## config.mk

```make
export PLATFORM = sky130hd
export DESIGN_NAME = opb_reg_slave
export DESIGN_NICKNAME = d
export VERILOG_FILES = /design/src/rtl/opb_reg_slave.sv
export SDC_FILE = /design/constraint.sdc
export NUM_CORES = 1
export LEC_CHECK = 0
export ABC_AREA = 1
export BUFFER_PORTS_ARGS = -buffer_cell sky130_fd_sc_hd__buf_4
export CORE_ASPECT_RATIO = 0.75
export CORE_MARGIN = 3
export CORE_UTILIZATION = 62
export DETAILED_ROUTE_END_ITERATION = 8
export GPL_ROUTABILITY_DRIVEN = 0
export HOLD_SLACK_MARGIN = 0.08
export PLACE_DENSITY_LB_ADDON = 0.1
export SYNTH_ARGS = -nofsm -noshare
export SYNTH_HDL_FRONTEND = slang
export SYNTH_SLANG_ARGS = --single-unit
```

## constraint.sdc

```tcl
create_clock -name OPB_CLK -period 6 [get_ports OPB_CLK]
set_clock_uncertainty 0.2 [all_clocks]
set_input_delay 0 -clock OPB_CLK [delete_from_list [all_inputs] [get_ports OPB_CLK]]
set_output_delay 0 -clock OPB_CLK [all_outputs]
set_load 0.005 [all_outputs]
```

## src/rtl/opb_reg_slave.sv

```systemverilog
// OPB target register bank: ID, scratch, control/status, 2 kHz tick counter,
// access counters and a 32-bit loopback FIFO for exercising the UART-to-OPB path.
module opb_reg_slave #(
  parameter logic [31:0] BASE_ADDR  = 32'h0000_0000,
  parameter logic [31:0] ID_VALUE   = 32'h0106_0973,
  parameter int          FIFO_DEPTH = 16
) (
  input  logic        OPB_CLK,
  input  logic        OPB_RST,
  input  logic        PULSE_2KHZ,
  input  logic [31:0] OPB_ADDR,
  input  logic [31:0] OPB_DO,
  input  logic        OPB_RE,
  input  logic        OPB_WE,
  output logic [31:0] OPB_DI,
  output logic        FIFO_NEMPTY
);
  localparam int AW = $clog2(FIFO_DEPTH);
  localparam int LW = AW + 1;
  localparam logic [LW-1:0] DEPTH_L = LW'(FIFO_DEPTH);

  logic [31:0]   mem [FIFO_DEPTH];
  logic [AW-1:0] wr_ptr, rd_ptr;
  logic [LW-1:0] level, nxt_level;
  logic          ovf, tick_en, pulse_q;
  logic [31:0]   scratch, tick_cnt, wr_cnt, rd_cnt;

  logic          hit, wr_en, rd_en, oow_rd;
  logic [7:0]    off;
  logic          full, empty, push, pop, fifo_clr, cnt_clr, ovf_clr, tick_edge;
  logic [31:0]   rd_data, status;

  assign hit    = (OPB_ADDR[31:8] == BASE_ADDR[31:8]);
  assign off    = {OPB_ADDR[7:2], 2'b00};
  assign wr_en  = OPB_WE & hit;
  // A write in the same cycle as a read suppresses the read entirely.
  assign rd_en  = OPB_RE & ~OPB_WE & hit;
  assign oow_rd = OPB_RE & ~OPB_WE & ~hit;

  assign full      = (level == DEPTH_L);
  assign empty     = (level == '0);
  assign push      = wr_en && (off == 8'h14);
  assign pop       = rd_en && (off == 8'h14) && !empty;
  assign fifo_clr  = wr_en && (off == 8'h08) && OPB_DO[1];
  assign cnt_clr   = wr_en && (off == 8'h08) && OPB_DO[2];
  assign ovf_clr   = wr_en && (off == 8'h0C) && OPB_DO[2];
  assign tick_edge = PULSE_2KHZ & ~pulse_q;

  assign status = {15'b0, 9'(level), 5'b0, ovf, full, empty};

  // Next FIFO level; a clear overrides any access
  always_comb begin
    nxt_level = level;
    if (fifo_clr)          nxt_level = '0;
    else if (push && !full) nxt_level = level + 1'b1;
    else if (pop)          nxt_level = level - 1'b1;
  end

  // Read data mux for in-window offsets
  always_comb begin
    rd_data = 32'hDEAD_BEEF;
    case (off)
      8'h00: rd_data = ID_VALUE;
      8'h04: rd_data = scratch;
      8'h08: rd_data = {31'b0, tick_en};
      8'h0C: rd_data = status;
      8'h10: rd_data = tick_cnt;
      8'h14: rd_data = empty ? 32'h0 : mem[rd_ptr];
      8'h18: rd_data = wr_cnt;
      8'h1C: rd_data = rd_cnt;
      default: rd_data = 32'hDEAD_BEEF;
    endcase
  end

  // FIFO storage, pointer-addressed, deliberately not reset
  always_ff @(posedge OPB_CLK) begin
    if (OPB_RST && push && !full) mem[wr_ptr] <= OPB_DO;
  end

  // Registers, counters, FIFO control and read data
  always_ff @(posedge OPB_CLK) begin
    if (!OPB_RST) begin
      OPB_DI      <= '0;
      FIFO_NEMPTY <= 1'b0;
      scratch     <= '0;
      tick_en     <= 1'b1;
      pulse_q     <= 1'b1;
      tick_cnt    <= '0;
      wr_cnt      <= '0;
      rd_cnt      <= '0;
      wr_ptr      <= '0;
      rd_ptr      <= '0;
      level       <= '0;
      ovf         <= 1'b0;
    end else begin
      pulse_q     <= PULSE_2KHZ;
      level       <= nxt_level;
      FIFO_NEMPTY <= (nxt_level != '0);

      if (rd_en)       OPB_DI <= rd_data;
      else if (oow_rd) OPB_DI <= '0;

      if (wr_en) wr_cnt <= wr_cnt + 1'b1;
      if (rd_en) rd_cnt <= rd_cnt + 1'b1;

      if (wr_en && off == 8'h04) scratch <= OPB_DO;
      if (wr_en && off == 8'h08) tick_en <= OPB_DO[0];

      if (cnt_clr)                   tick_cnt <= '0;
      else if (tick_edge && tick_en) tick_cnt <= tick_cnt + 1'b1;

      if (fifo_clr) begin
        wr_ptr <= '0;
        rd_ptr <= '0;
      end else begin
        if (push && !full) wr_ptr <= wr_ptr + 1'b1;
        if (pop)           rd_ptr <= rd_ptr + 1'b1;
      end

      if (push && full) ovf <= 1'b1;
      else if (ovf_clr) ovf <= 1'b0;
    end
  end
endmodule

```

==> results of run 1 <==
cell usage after synthesis (8+ instances only):
library cell / count
edfxtp_1: 512
nor2_1: 468
nand2_1: 338
o21ai_0: 336
dfxtp_1: 181
a21oi_1: 173
inv_1: 134
clkbuf_1: 79
nand3_1: 77
o22ai_1: 68
buf_2: 64
o221ai_1: 51
nor3_1: 50
xor2_1: 43
o21ai_1: 39
o211ai_1: 33
nand4_1: 31
nor2_2: 19
inv_2: 13
nor4_1: 13
a22oi_1: 12
ha_1: 11
buf_1: 9
nor3b_1: 8
repair_timing:
action / 4_1_cts / 5_1_grt
hold endpoints to repair: 688 / 0
hold buffers: 117 / 0
setup endpoints to repair: 0 / 0
setup buffers: 0 / 0
cell families after synthesis:
group           Yosys count
xor+xnor                 45
flops                   693
buf+inv                 304
fa+ha+maj                11
simple gates           1042
compound gates          736
per-stage QoR:
step	cell area (um^2)	hold slack, ps	power (mW)	std cells	setup WS [ps]
floorplan	29440	-101.1	5.282	2831	971.3
global placement	30690	20.68	5.373	3434	2558
detailed placement	30690	21.24	5.377	3434	2473
CTS	33940	80.84	9.398	3668	674.3
global route	33940	100.5	9.604	3668	390.3
finish	33940	93.96	9.382	3669	585.2
worst max-delay path, cell delays in order:
cell and delay [ps]:
dlygate4sd3_1 530, buf_4 130, nor2_1 100, dlygate4sd3_1 570, nand2_1 50, dlygate4sd3_1 560
nor2_2 100, dlygate4sd3_1 620, nand3_4 150, nor2_8 140, dlygate4sd3_1 610, buf_12 210
nand3_2 180, inv_2 170, nand2_1 260, nor2_4 580, buf_4 480
where the power goes:
part	switching, mW	internal [mW]
Sequential	0.000625	5.13
Clock	1.78	2.26
Combinational	0.120	0.0824
final timing paths:
check	startpoint	end	slack [ps]	cells after the start
worst max-delay path	OPB_ADDR[12]	mem[3][19]$_DFFE_PP_	590	17
worst min-delay path	OPB_DO[8]	mem[6][8]$_DFFE_PP_	90	2
worst max register to register	level[0]$_SDFF_PN0_	level[1]$_SDFF_PN0_	1900	13
worst min register to register	OPB_DI[24]$_SDFFE_PN0P_	OPB_DI[24]$_SDFFE_PN0P_	270	2
sequential cells by signal, summed over array words and instances, names as in the netlist, named ones only:
| signal | cells |
|---|---|
| pulse_q | 1 |
| rd_cnt | 32 |
| rd_ptr | 4 |
| FIFO_NEMPTY | 1 |
| mem | 512 |
| ovf | 1 |
| OPB_DI | 32 |
| wr_cnt | 32 |
| tick_en | 1 |
| tick_cnt | 32 |
| wr_ptr | 4 |
| level | 5 |
| scratch | 32 |
cells in the final DEF, fill, tap and decap left out, drive strengths merged, types with 4 or more instances in the layout:
cell type    instances
or2                  5
clkbuf              87
a22oi               12
o21a                 4
nand3               84
o211ai              33
ha                  11
clkinv              21
o21ai              375
o221ai              51
buf                130
edfxtp             512
o31ai                6
nor3b                9
nor2               493
a221oi               4
a21oi              173
nor4                13
xor2                43
nor3                57
dlygate4sd3        115
inv                152
dfxtp              181
nand2              343
nand4               33
o22ai               68
final cells by class:
class	count	share of cell area, %
diodes	1	0.007373
flip-flops and latches	693	56.01
clock buffers	87	5.312
inverters	149	1.681
well taps	630	2.323
repair buffers	245	6.415
clock inverters	30	0.7558
multi-input cells	1834	27.50
routing by layer:
metal / part of all wire (%) / up-vias / wire length (um) / GRT usage (%)
met5: 0 / - / 0 / 0
met4: 4.0 / 0 / 3416 / 13.14
met3: 13 / 221 / 11180 / 9.144
met2: 43 / 1474 / 36570 / 48.86
met1: 40 / 11010 / 33980 / 47.97
li1: - / 10400 / - / -
==> flow_metrics.py, run 1 <==
metrics = {
    "global_route": {
        "grt_start_max_net_pins": 161,
        "grt_pass1_wl_um": 127000,
        "grt_pass1_vias": 21720,
        "grt_antenna_before_repair": 1,
        "grt_usage_pct": 33.43,
        "grt-ovfl-total": 0,
    },
    "floorplan": {
        "die_w_um": 257.6,
        "pin_count": 102,
        "core-area_mm2": 0.04645,
        "fp.dieH_um": 194.7,
        "start_util_pct": 63.38,
        "rows": 68,
        "die_area_mm2": 0.05017,
    },
    "synth": {
        "synth_area_mm2": 0.02944,
        "synth_top_family_by_area": "simple AND/OR/NAND/NOR gates",
        "ys_warn_count": 0,
        "synth_area_leader_cell": "edfxtp_1",
        "synth.area.top_cells": "edfxtp_1 (52%), dfxtp_1 (12%), nor2_1 (6.0%), o21ai_0 (5.7%), nand2_1 (4.3%)",
        "muxShareOfSynthArea_pct": 0,
        "synth_cells": 2831,
        "synth-seq-cells": 693,
        "syn_avg_cell_area_um2": 10.40,
        "synth_adder_area_share_pct": 0.4674,
        "yosysTopAreaCellShare_pct": 52.22,
        "synth-async-reset-ratio_pct": 0,
        "synth-compound-area-share_pct": 14.07,
        "synth_edf_count": 512,
        "seq_area_frac_synth_pct": 64.52,
        "syn-num-nets": 2911,
        "synthXorXnorAreaFrac_pct": 1.339,
        "yosysUniqueCellTypes": 52,
        "ys.flop_type": "edfxtp_1",
        "yosys.area_share.simple_pct": 15.41,
    },
    "power": {
        "ir_worst_vdd_mv": 0.2029,
        "p_leak_nw": 11.48,
        "powerDensity_mw_per_mm2": 276.4,
    },
    "layout": {
        "nFillCells": 3317,
        "final_core_util_pct": 73.06,
        "area_delta_synth_final_pct": 15.26,
        "drive_above_1_share_pct": 10.37,
        "fin_nets": 3070,
        "regArea_mm2": 0.01901,
        "multi_input_area_mm2": 0.009333,
    },
    "detailed_routing": {
        "first_pass_iters": 6,
        "drtIter0Drc": 3134,
        "finalWirelength_um": 85150,
        "vias_per_cell": 6.299,
        "drc_errors": 0,
        "drtAntennaViolNets": 0,
        "via_count": 23110,
        "post_drt_wl_per_cell_um": 23.21,
    },
    "critical_path": {
        "worstPathArrival_ps": 5470,
        "worst_setup_path_end_kind": "flip-flop",
        "path_max_fanout": 32,
        "critPathKind": "primary input to flip-flop",
        "start_kind": "primary input",
        "required_ps": 6060,
    },
    "timing": {
        "period_share_pct": 90.25,
        "period_minus_slack_ps": 5415,
        "setup-tns-final_ps": 0,
        "timing.slew.headroom_pct": 29.73,
        "finalHoldViolCount": 0,
        "rsz0062_at_grt": "false",
        "slew_viol_final": 0,
        "tightest_slew_ps": 1054,
        "final-setup-viol-count": 0,
        "fmax_ghz": 0.1847,
    },
    "placed_design": {
        "port_buffers": 99,
        "place_hpwl_um": 49810,
    },
    "cts": {
        "clock_latency_ps": 610,
        "cts-buffers-inserted": 67,
        "postCtsResizedCells": 0,
        "root_buffer": "clkbuf_16",
        "path_clk_slew_ps": 60,
        "cts_tree": "yes",
        "clock_path_buffers": 3,
        "cts.sinks": 693,
        "cts_max_level": 3,
    },
    "outcome": {
        "status": "completed",
    },
    "min_path": {
        "worstHoldPathType": "primary input to flip-flop",
    },
    "job": {
        "drv_cap": 0,
    },
}
No activity file was read; power rests on OpenSTA's default activity.
==> run 2: changes to the inputs <==
--- a/config.mk
+++ b/config.mk
@@ -6,6 +6,7 @@
 export NUM_CORES = 1
 export LEC_CHECK = 0
 export ABC_AREA = 1
+export ABC_CLOCK_PERIOD_IN_PS = 6000
 export BUFFER_PORTS_ARGS = -buffer_cell sky130_fd_sc_hd__buf_4
 export CORE_ASPECT_RATIO = 0.75
 export CORE_MARGIN = 3
@@ -13,6 +14,7 @@
 export DETAILED_ROUTE_END_ITERATION = 8
 export GPL_ROUTABILITY_DRIVEN = 0
 export HOLD_SLACK_MARGIN = 0.08
+export MAX_ROUTING_LAYER = met4
 export PLACE_DENSITY_LB_ADDON = 0.1
 export SYNTH_ARGS = -nofsm -noshare
 export SYNTH_HDL_FRONTEND = slang
==> run 2 against run 1 <==
  * Global-route usage is 1.0 points higher
  * Setup slack better by 17 ps
  * Final cell count unchanged
  * Die area is the same
  * Core utilization unchanged
  * Total power about the same
  * Sequential share of layout area unchanged
  * Cell area stayed put
==> flow_metrics.py, run 2 (synthesized netlist as in run 1, its figures left out) <==
metrics = {
    "outcome": {
        "status": "completed",
    },
    "detailed_routing": {
        "vias_per_cell": 6.326,
        "post_drt_wl_per_cell_um": 23.21,
        "finalWirelength_um": 85160,
        "drtIter0Drc": 3216,
        "via_count": 23210,
        "drtAntennaViolNets": 0,
        "drc_errors": 0,
        "first_pass_iters": 6,
    },
    "min_path": {
        "worstHoldPathType": "primary input to flip-flop",
        "hold_depth": 2,
    },
    "timing": {
        "hold_slack_ps": 91.50,
        "finalHoldViolCount": 0,
        "period_minus_slack_ps": 5398,
        "final-setup-viol-count": 0,
        "rsz0062_at_grt": "false",
        "tightest_slew_ps": 1051,
        "timing.slew.headroom_pct": 29.93,
        "fmax_ghz": 0.1852,
        "period_share_pct": 89.97,
        "setup_ws_ps": 601.9,
        "slew_viol_final": 0,
        "setup-tns-final_ps": 0,
    },
    "layout": {
        "design_area_mm2": 0.03394,
        "regArea_mm2": 0.01901,
        "area_delta_synth_final_pct": 15.26,
        "mostFrequentLayoutCell": "edfxtp_1",
        "largest_register": "mem",
        "multi_input_area_mm2": 0.009333,
        "nFillCells": 3316,
        "fin_nets": 3070,
        "largest_reg_flops": 512,
        "drive_above_1_share_pct": 10.37,
        "layout_common_cells": "edfxtp_1 (512), nor2_1 (453), nand2_1 (338)",
    },
    "critical_path": {
        "cp_slowest_cell": "dlygate4sd3_1",
        "reg2regPathDepth": 13,
        "cp_num_buf_inv": 9,
        "crit_cells": 17,
        "crit_top_cell": "dlygate4sd3_1",
        "path_cells": "dlygate4sd3_1 > buf_4 > nor2_1 > dlygate4sd3_1 > nand2_1 > dlygate4sd3_1 > nor2_2 > dlygate4sd3_1 > nand3_4 > nor2_8 > dlygate4sd3_1 > buf_12 > nand3_2 > inv_2 > nand2_1 > nor2_4 > buf_4",
        "required_ps": 6060,
        "path_max_fanout": 32,
        "worstPathArrival_ps": 5460,
        "start_kind": "primary input",
        "cp_slowest_stage_delay_ps": 620,
        "worst_setup_path_end_kind": "flip-flop",
        "path_delay_family": "buffers and inverters",
        "critPathKind": "primary input to flip-flop",
    },
    "power": {
        "ir_worst_vdd_mv": 0.2029,
        "powerDensity_mw_per_mm2": 276.5,
        "total_power_mw": 9.384,
        "p_leak_nw": 11.48,
    },
    "floorplan": {
        "die_area_mm2": 0.05017,
        "die_w_um": 257.6,
        "core-area_mm2": 0.04645,
        "fp.dieH_um": 194.7,
        "pin_count": 102,
        "rows": 68,
        "start_util_pct": 63.38,
    },
    "global_route": {
        "grt_usage_pct": 34.47,
        "grt-ovfl-total": 0,
        "grt_pass1_wl_um": 127100,
        "grt_pass1_vias": 21700,
        "grt_antenna_before_repair": 1,
        "grt_start_max_net_pins": 161,
    },
    "placed_design": {
        "port_buffers": 99,
        "dpl_cell_area_mm2": 0.03069,
        "pre_cts_ws_ps": 2473,
        "place_hpwl_um": 49810,
    },
    "cts": {
        "clock_latency_ps": 620,
        "cts_tree": "yes",
        "cts_setup_buffers": 0,
        "clock_path_buffers": 3,
        "cts-buffers-inserted": 67,
        "root_buffer": "clkbuf_16",
        "path_clk_slew_ps": 60,
        "cts_max_level": 3,
        "cts.sinks": 693,
    },
    "job": {
        "drv_cap": 0,
    },
}
[run 2: path summary, 6_finish.rpt]
check,slack [ps],to,startpoint
setup / recovery,600,mem[3][19]$_DFFE_PP_,OPB_ADDR[12]
hold / removal,90,mem[12][8]$_DFFE_PP_,OPB_DO[8]
setup reg to reg,1910,level[1]$_SDFF_PN0_,level[0]$_SDFF_PN0_
hold reg to reg,270,OPB_DI[24]$_SDFFE_PN0P_,OPB_DI[24]$_SDFFE_PN0P_
[run 2: per-layer routing]
metal / GRT usage, % / vias up / part of all wire, %
li1: - / 10400 / -
met1: 48.04 / 11120 / 40
met2: 49.13 / 1477 / 43
met3: 8.975 / 210 / 13
met4: 12.77 / 0 / 3.9
met5: - / - / 0
[run 2: repair_timing]
item	4_1_cts	5_1_grt
hold buffers	117	0
hold endpoints to repair	688	0
gates resized for setup	0	0
[run 2: where the power goes]
part           internal, mW  total (mW)  leakage [nW]  switching (mW)
clock                  2.26        4.05          1.00            1.79
combinational        0.0824       0.203          4.42           0.120
sequential             5.13        5.13          6.06        0.000611
total                  7.48        9.38          11.5            1.91
[run 2: final cells by class]
type | count | share of cell area [%]
inverters | 149 | 1.681
diodes | 1 | 0.007373
clock inverters | 30 | 0.7558
repair buffers | 245 | 6.415
well taps | 630 | 2.323
clock buffers | 87 | 5.312
flip-flops and latches | 693 | 56.01
multi-input cells | 1834 | 27.50
[run 2: metrics by stage]
stage	instances	util, %
6_report	3669	73.06
3_3_place_gp	3434	66.06
5_1_grt	3669	73.06
4_1_cts	3668	73.05
3_5_place_dp	3434	66.06
2_1_floorplan	2831	-
